===== src/rtl/qc_ldpc_stream_encoder.sv =====
// qc_ldpc_stream_encoder
// Block-serial QC-LDPC encoder with a run-time loadable shift table.
// Info circulants pass straight through to a single-stage output register
// while one rotate-XOR accumulator per parity row collects the parity;
// after the last info block of a frame the accumulators are drained as
// parity circulants 0..P-1.
//
// state  | meaning
// IDLE   | waiting for the first info block of a frame (col = 0)
// ACCUM  | accepting info blocks 1..Kf-1
// DRAIN  | presenting parity circulants 0..P-1, input held off
module qc_ldpc_stream_encoder #(
  parameter int Z               = 54,
  parameter int NUM_INFO_BLKS   = 20,
  parameter int NUM_PARITY_BLKS = 4,
  parameter int SW              = $clog2(Z),
  localparam int RW  = (NUM_PARITY_BLKS > 1) ? $clog2(NUM_PARITY_BLKS) : 1,
  localparam int CWD = (NUM_INFO_BLKS > 1) ? $clog2(NUM_INFO_BLKS) : 1,
  localparam int NW  = $clog2(NUM_INFO_BLKS + 1)
) (
  input  logic           clk,
  input  logic           rst,
  input  logic           cfg_we,
  input  logic [RW-1:0]  cfg_row,
  input  logic [CWD-1:0] cfg_col,
  input  logic           cfg_en,
  input  logic [SW-1:0]  cfg_shift,
  output logic           cfg_err,
  input  logic [NW-1:0]  num_info,
  input  logic           in_valid,
  output logic           in_ready,
  input  logic [Z-1:0]   in_data,
  output logic           out_valid,
  input  logic           out_ready,
  output logic [Z-1:0]   out_data,
  output logic           out_last,
  output logic           out_is_parity,
  output logic           busy
);

  typedef enum logic [1:0] {
    S_IDLE  = 2'd0,
    S_ACCUM = 2'd1,
    S_DRAIN = 2'd2
  } state_t;

  state_t         state_q;
  logic [CWD-1:0] col_q;
  logic [NW-1:0]  kf_q;
  logic [RW-1:0]  prow_q;

  logic [Z-1:0]   acc_q [NUM_PARITY_BLKS];
  logic [Z-1:0]   acc_d [NUM_PARITY_BLKS];

  logic           tbl_en_q [NUM_PARITY_BLKS][NUM_INFO_BLKS];
  logic [SW-1:0]  tbl_sh_q [NUM_PARITY_BLKS][NUM_INFO_BLKS];

  logic [Z-1:0]   out_data_q;
  logic           out_valid_q;
  logic           out_last_q;
  logic           out_is_parity_q;
  logic           cfg_err_q;

  logic           out_free;
  logic           in_fire;
  logic           cfg_ok;
  logic           last_col;
  logic           last_row;
  logic [NW-1:0]  kf_eff;

  // Cyclic left rotation: bit i moves to bit (i+s) mod Z. The table only
  // ever holds s < Z, so taking the upper half of the doubled word is exact.
  function automatic logic [Z-1:0] rotl(input logic [Z-1:0] v, input logic [SW-1:0] s);
    logic [2*Z-1:0] w;
    w = {v, v} << s;
    return w[2*Z-1:Z];
  endfunction

  assign out_free = !out_valid_q || out_ready;
  assign in_ready = ((state_q == S_IDLE) || (state_q == S_ACCUM)) && out_free && !rst;
  assign in_fire  = in_valid && in_ready;
  assign last_col = (int'(col_q) + 1) == int'(kf_q);
  assign last_row = int'(prow_q) == (NUM_PARITY_BLKS - 1);

  // Table writes land only between frames and never alongside an accepted block,
  // so a frame always encodes with one consistent table.
  assign cfg_ok = (state_q == S_IDLE) && !in_fire
                  && (int'(cfg_row) < NUM_PARITY_BLKS)
                  && (int'(cfg_col) < NUM_INFO_BLKS)
                  && (int'(cfg_shift) < Z);

  // Frame length for the block being accepted in IDLE; 0 or oversize means full length.
  always_comb begin
    kf_eff = num_info;
    if (num_info == '0 || int'(num_info) > NUM_INFO_BLKS) begin
      kf_eff = NW'(NUM_INFO_BLKS);
    end
  end

  // Accumulator update for the current column, used only on an accepted block.
  always_comb begin
    for (int p = 0; p < NUM_PARITY_BLKS; p++) begin
      acc_d[p] = acc_q[p];
      if (tbl_en_q[p][col_q]) begin
        acc_d[p] = acc_q[p] ^ rotl(in_data, tbl_sh_q[p][col_q]);
      end
    end
  end

  // Frame FSM, shift table, accumulators and the registered output stage.
  always_ff @(posedge clk) begin
    if (rst) begin
      state_q         <= S_IDLE;
      col_q           <= '0;
      kf_q            <= '0;
      prow_q          <= '0;
      out_valid_q     <= 1'b0;
      out_data_q      <= '0;
      out_last_q      <= 1'b0;
      out_is_parity_q <= 1'b0;
      cfg_err_q       <= 1'b0;
      for (int p = 0; p < NUM_PARITY_BLKS; p++) begin
        acc_q[p] <= '0;
        for (int c = 0; c < NUM_INFO_BLKS; c++) begin
          tbl_en_q[p][c] <= 1'b0;
          tbl_sh_q[p][c] <= '0;
        end
      end
    end else begin
      cfg_err_q <= cfg_we && !cfg_ok;
      if (cfg_we && cfg_ok) begin
        tbl_en_q[cfg_row][cfg_col] <= cfg_en;
        tbl_sh_q[cfg_row][cfg_col] <= cfg_shift;
      end

      // Output slot drains by default; a load below takes precedence.
      if (out_free) begin
        out_valid_q <= 1'b0;
        out_last_q  <= 1'b0;
      end

      case (state_q)
        S_IDLE, S_ACCUM: begin
          if (in_fire) begin
            out_valid_q     <= 1'b1;
            out_data_q      <= in_data;
            out_last_q      <= 1'b0;
            out_is_parity_q <= 1'b0;
            for (int p = 0; p < NUM_PARITY_BLKS; p++) begin
              acc_q[p] <= acc_d[p];
            end
            if (state_q == S_IDLE) begin
              kf_q <= kf_eff;
              if (kf_eff == NW'(1)) begin
                state_q <= S_DRAIN;
              end else begin
                state_q <= S_ACCUM;
                col_q   <= CWD'(1);
              end
            end else if (last_col) begin
              state_q <= S_DRAIN;
              col_q   <= '0;
            end else begin
              col_q <= col_q + CWD'(1);
            end
          end
        end
        S_DRAIN: begin
          if (out_free) begin
            out_valid_q     <= 1'b1;
            out_data_q      <= acc_q[prow_q];
            out_is_parity_q <= 1'b1;
            out_last_q      <= last_row;
            if (last_row) begin
              state_q <= S_IDLE;
              prow_q  <= '0;
              for (int p = 0; p < NUM_PARITY_BLKS; p++) begin
                acc_q[p] <= '0;
              end
            end else begin
              prow_q <= prow_q + RW'(1);
            end
          end
        end
        default: state_q <= S_IDLE;
      endcase
    end
  end

  assign out_valid     = out_valid_q;
  assign out_data      = out_data_q;
  assign out_last      = out_last_q;
  assign out_is_parity = out_is_parity_q;
  assign cfg_err       = cfg_err_q;
  assign busy          = (state_q != S_IDLE);

endmodule


===== config.mk =====
export PLATFORM = sky130hd
export DESIGN_NAME = qc_ldpc_stream_encoder
export DESIGN_NICKNAME = d
export VERILOG_FILES = /design/src/rtl/qc_ldpc_stream_encoder.sv
export SDC_FILE = /design/constraint.sdc
export NUM_CORES = 2
export LEC_CHECK = 0
export ABC_AREA = 1
export BUFFER_PORTS_ARGS = -buffer_cell sky130_fd_sc_hd__clkbuf_2
export CAP_MARGIN = 20
export CELL_PAD_IN_SITES_DETAIL_PLACEMENT = 0
export CELL_PAD_IN_SITES_GLOBAL_PLACEMENT = 1
export CORE_MARGIN = 5
export CORE_UTILIZATION = 45
export CTS_CLUSTER_DIAMETER = 80
export CTS_CLUSTER_SIZE = 24
export DETAILED_ROUTE_END_ITERATION = 10
export PLACE_DENSITY = 0.8
export SLEW_MARGIN = 25
export SYNTH_ARGS = -nofsm -noshare
export SYNTH_HDL_FRONTEND = slang
export SYNTH_SLANG_ARGS = --single-unit

===== constraint.sdc =====
create_clock -name clk -period 8.65 [get_ports clk]
set_input_delay 1.2975 -clock clk [delete_from_list [all_inputs] [get_ports clk]]
set_output_delay 1.2975 -clock clk [all_outputs]
set_load 0.05 [all_outputs]

==> impl_metrics.yaml <==
setup_path:
  cp.required_ns: 9.14
  crit_path_end_kind: "flop"
  startpoint_type: "flop"
  critPathKind: "reg -> reg"
  cp.arrival_ns: 6.47
  path_max_fanout: 74
  reg2reg_depth: 12
timing:
  finalSetupViolCount: 0
  worst_pin_slew_ns: 1.20
  slew_viol_final: 0
  finalHoldViolCount: 0
  holdWs_ns: 0.479
  period_needed_ns: 5.97
  fin_crit_sh_pct: 69.0
  worst_slack_ns: 2.68
  relSlewSlack_pct: 19.8
  max_freq_ghz: 0.167
  rsz0062_at_grt: "false"
  skew_ns: 0.0457
  finalSetupTns_ns: 0
placement:
  place_ws_ns: 3.09
  gp_congestion: 1.03
  hpwl_um: 178000
  dp_cells: 9634
  port_buffers: 137
min_path:
  hold_path_depth: 2
  hold_path_class: "reg -> reg"
floorplan:
  core_area_mm2: 0.127
  io_pins: 138
  start_util_pct: 45.2
  dieArea_mm2: 0.135
  rows: 131
  die_h_um: 368
  fp.dieW_um: 368
pwr:
  clkPwrFrac_pct: 24.2
  finalPower_mw: 12.5
  swShare_pct: 41.9
  peakVddDrop_mv: 0.157
  seq_power_share_pct: 39.2
  p_leak_nw: 26.3
  combPwrFrac_pct: 36.6
  internal-power_mw: 7.23
  switchingPower_mw: 5.22
  p_per_area_mw_per_mm2: 206
logic_synthesis:
  yosys.area.top_type: "edfxtp_1"
  synth_warnings: 0
  synth.net_count: 8436
  synth-edff-count: 668
  avgSynthCellArea_um2: 6.89
  ys_top_cells_by_count: "2453 x nand3_1, 2037 x nand2_1, 979 x nor2_1, 668 x edfxtp_1, 408 x o21ai_0"
  synth_flop_cell: "edfxtp_1"
  seq_area_frac_synth_pct: 41.2
  synthArstFlopShare_pct: 0
  synthCells: 8356
  synthDominantCellAreaShare_pct: 34.8
  synth_cell_types: 52
  ys_seq_elements: 850
  synthesis.area_mm2: 0.0576
  synthTopCellsByArea: "edfxtp_1 35%, nand3_1 21%, nand2_1 13%, nor2_1 6.4%, dfxtp_1 6.3%"
  synth.most_common_cell: "nand3_1"
cts:
  root_buffer: "clkbuf_16"
  postCtsSetupBuffers: 0
  clk_latency_ns: 0.75
  postCtsHoldBufs: 0
  cts.repair.resized: 0
  cts_buffer_depth: 3
  clkSinkCount: 850
  clkTransAtPathRegs_ns: 0.10
  cts_tree: "done"
  htree_num_levels: 2
  numCtsBuffers: 56
grt:
  first_global_vias: 54800
  grt_use_total_pct: 36.7
  grt_pass1_wl_um: 374000
  overflow: 0
  antenna_found_initial: 13
  grt_start_max_net_pins: 136
routing:
  drc: 0
  vias: 61200
  firstDrtPassIters: 10
  viasPerCell: 6.28
  dr_wl_met2_um: 111000
  dr.first_iter.drc_count: 8668
  drt-met1-wl_um: 100000
  antenna_left: 0
  top_layer: "met5"
  wirelength_um: 260000
  wl_met3_um: 26900
  wl_per_cell_um: 26.7
flow_run:
  cap_violations: 0
layout:
  final_cells: 9741
  final_nets: 8110
  synthToLayoutAreaGrowth_pct: 4.78
  drive_gt1_share_pct: 4.99
outcome:
  status: "finished clean"
metal layers:
metal / GRT usage [%] / vias to the layer above
met5: 0 / -
li1: - / 28000
met3: 7.05 / 762
met2: 55.1 / 3583
met4: 24.5 / 4
met1: 48.4 / 28900
power groups by stage:
stage          Combinational (mW)  Sequential, mW  Clock (mW)
3_5_place_dp                 4.41            4.97           0
3_3_place_gp                 4.39            4.96           0
6_report                     4.56            4.88        3.02
2_1_floorplan                3.05            4.97           0
5_1_grt                      4.93            4.91        3.19
4_1_cts                      4.42            4.87        3.05
cell type report:
type	count	area [um2]
clock buffers	71	1530
clock inverters	27	382
inverters	412	1580
repair buffers	226	1420
flip-flops and latches	850	23700
multi-input cells	6484	29600
fillers	13100	67000
well taps	1662	2080
diodes	9	22.5
critical path, cell delays in order (launching register included):
cell and delay [ns]:
dfxtp_4 0.59, buf_4 0.71, nand2_1 0.12, a32o_1 0.32, o211ai_1 0.70, nand3_1 0.32
o21ai_4 0.21, buf_4 0.65, clkinv_2 0.97, nand3_1 0.54, nand3_1 0.21, a21oi_1 0.22
nor2_1 0.06
cells by family (layout without fill, tap and decap cells):
group	count (synthesis)	count (layout)	share of synthesized area [%]
simple gates	5520	5520	41.5
buf+inv	1022	736	7.82
compound gates	956	956	9.35
flops	850	850	41.2
xor+xnor	5	5	0.0760
fa+ha+maj	2	2	0.0434
mux	1	1	0.0174
other cells	0	9	0
flip-flops by register name (all words and copies together) (netlist names), 2 cells and up, named ones only:
| signal | flops |
|---|---|
| tbl_en_q | 80 |
| kf_q | 5 |
| state_q | 2 |
| acc_q | 216 |
| tbl_sh_q | 480 |
| col_q | 5 |
| out_data | 54 |
| prow_q | 2 |
path summary, 6_finish.rpt:
path                      from           end  slack, ns
setup / recovery      col_q[0]  acc_q[2][14]       2.68
hold / removal    acc_q[3][27]  acc_q[3][27]       0.48
setup reg to reg      col_q[0]  acc_q[2][14]       2.68
hold reg to reg   acc_q[3][27]  acc_q[3][27]       0.48
layout by cell type (no fill, tap or decap), types with 4 or more instances in the layout:
cell type / netlist / routed
nor2_1: 979 / 977
nand4_1: 39 / 39
clkinv_2: 1 / 14
inv_12: 0 / 4
inv_1: 381 / 378
o21ai_1: 27 / 26
o211ai_1: 21 / 21
o311ai_1: 5 / 5
a21oi_1: 313 / 312
inv_2: 26 / 14
dfxtp_1: 182 / 177
o21ai_4: 5 / 15
nand2_2: 2 / 15
nand2_1: 2037 / 2022
a32o_1: 12 / 12
buf_4: 57 / 85
o21bai_1: 53 / 53
clkinv_4: 0 / 4
o221ai_1: 18 / 18
a21oi_4: 2 / 6
inv_4: 2 / 6
clkbuf_16: 0 / 58
clkbuf_1: 218 / 9
inv_8: 0 / 5
diode_2: 0 / 9
clkbuf_2: 0 / 138
nand3_1: 2453 / 2453
o22ai_1: 46 / 46
xor2_1: 4 / 4
edfxtp_1: 668 / 668
a22oi_1: 13 / 13
o21ai_0: 408 / 406
through the flow:
stage               util (%)  cell area [um2]
global placement        45.8            58300
finish                  47.4            60300
CTS                     47.4            60300
floorplan                  -            57600
detailed placement      45.9            58400
global route            47.4            60300
(Power assumes the default switching activity.)
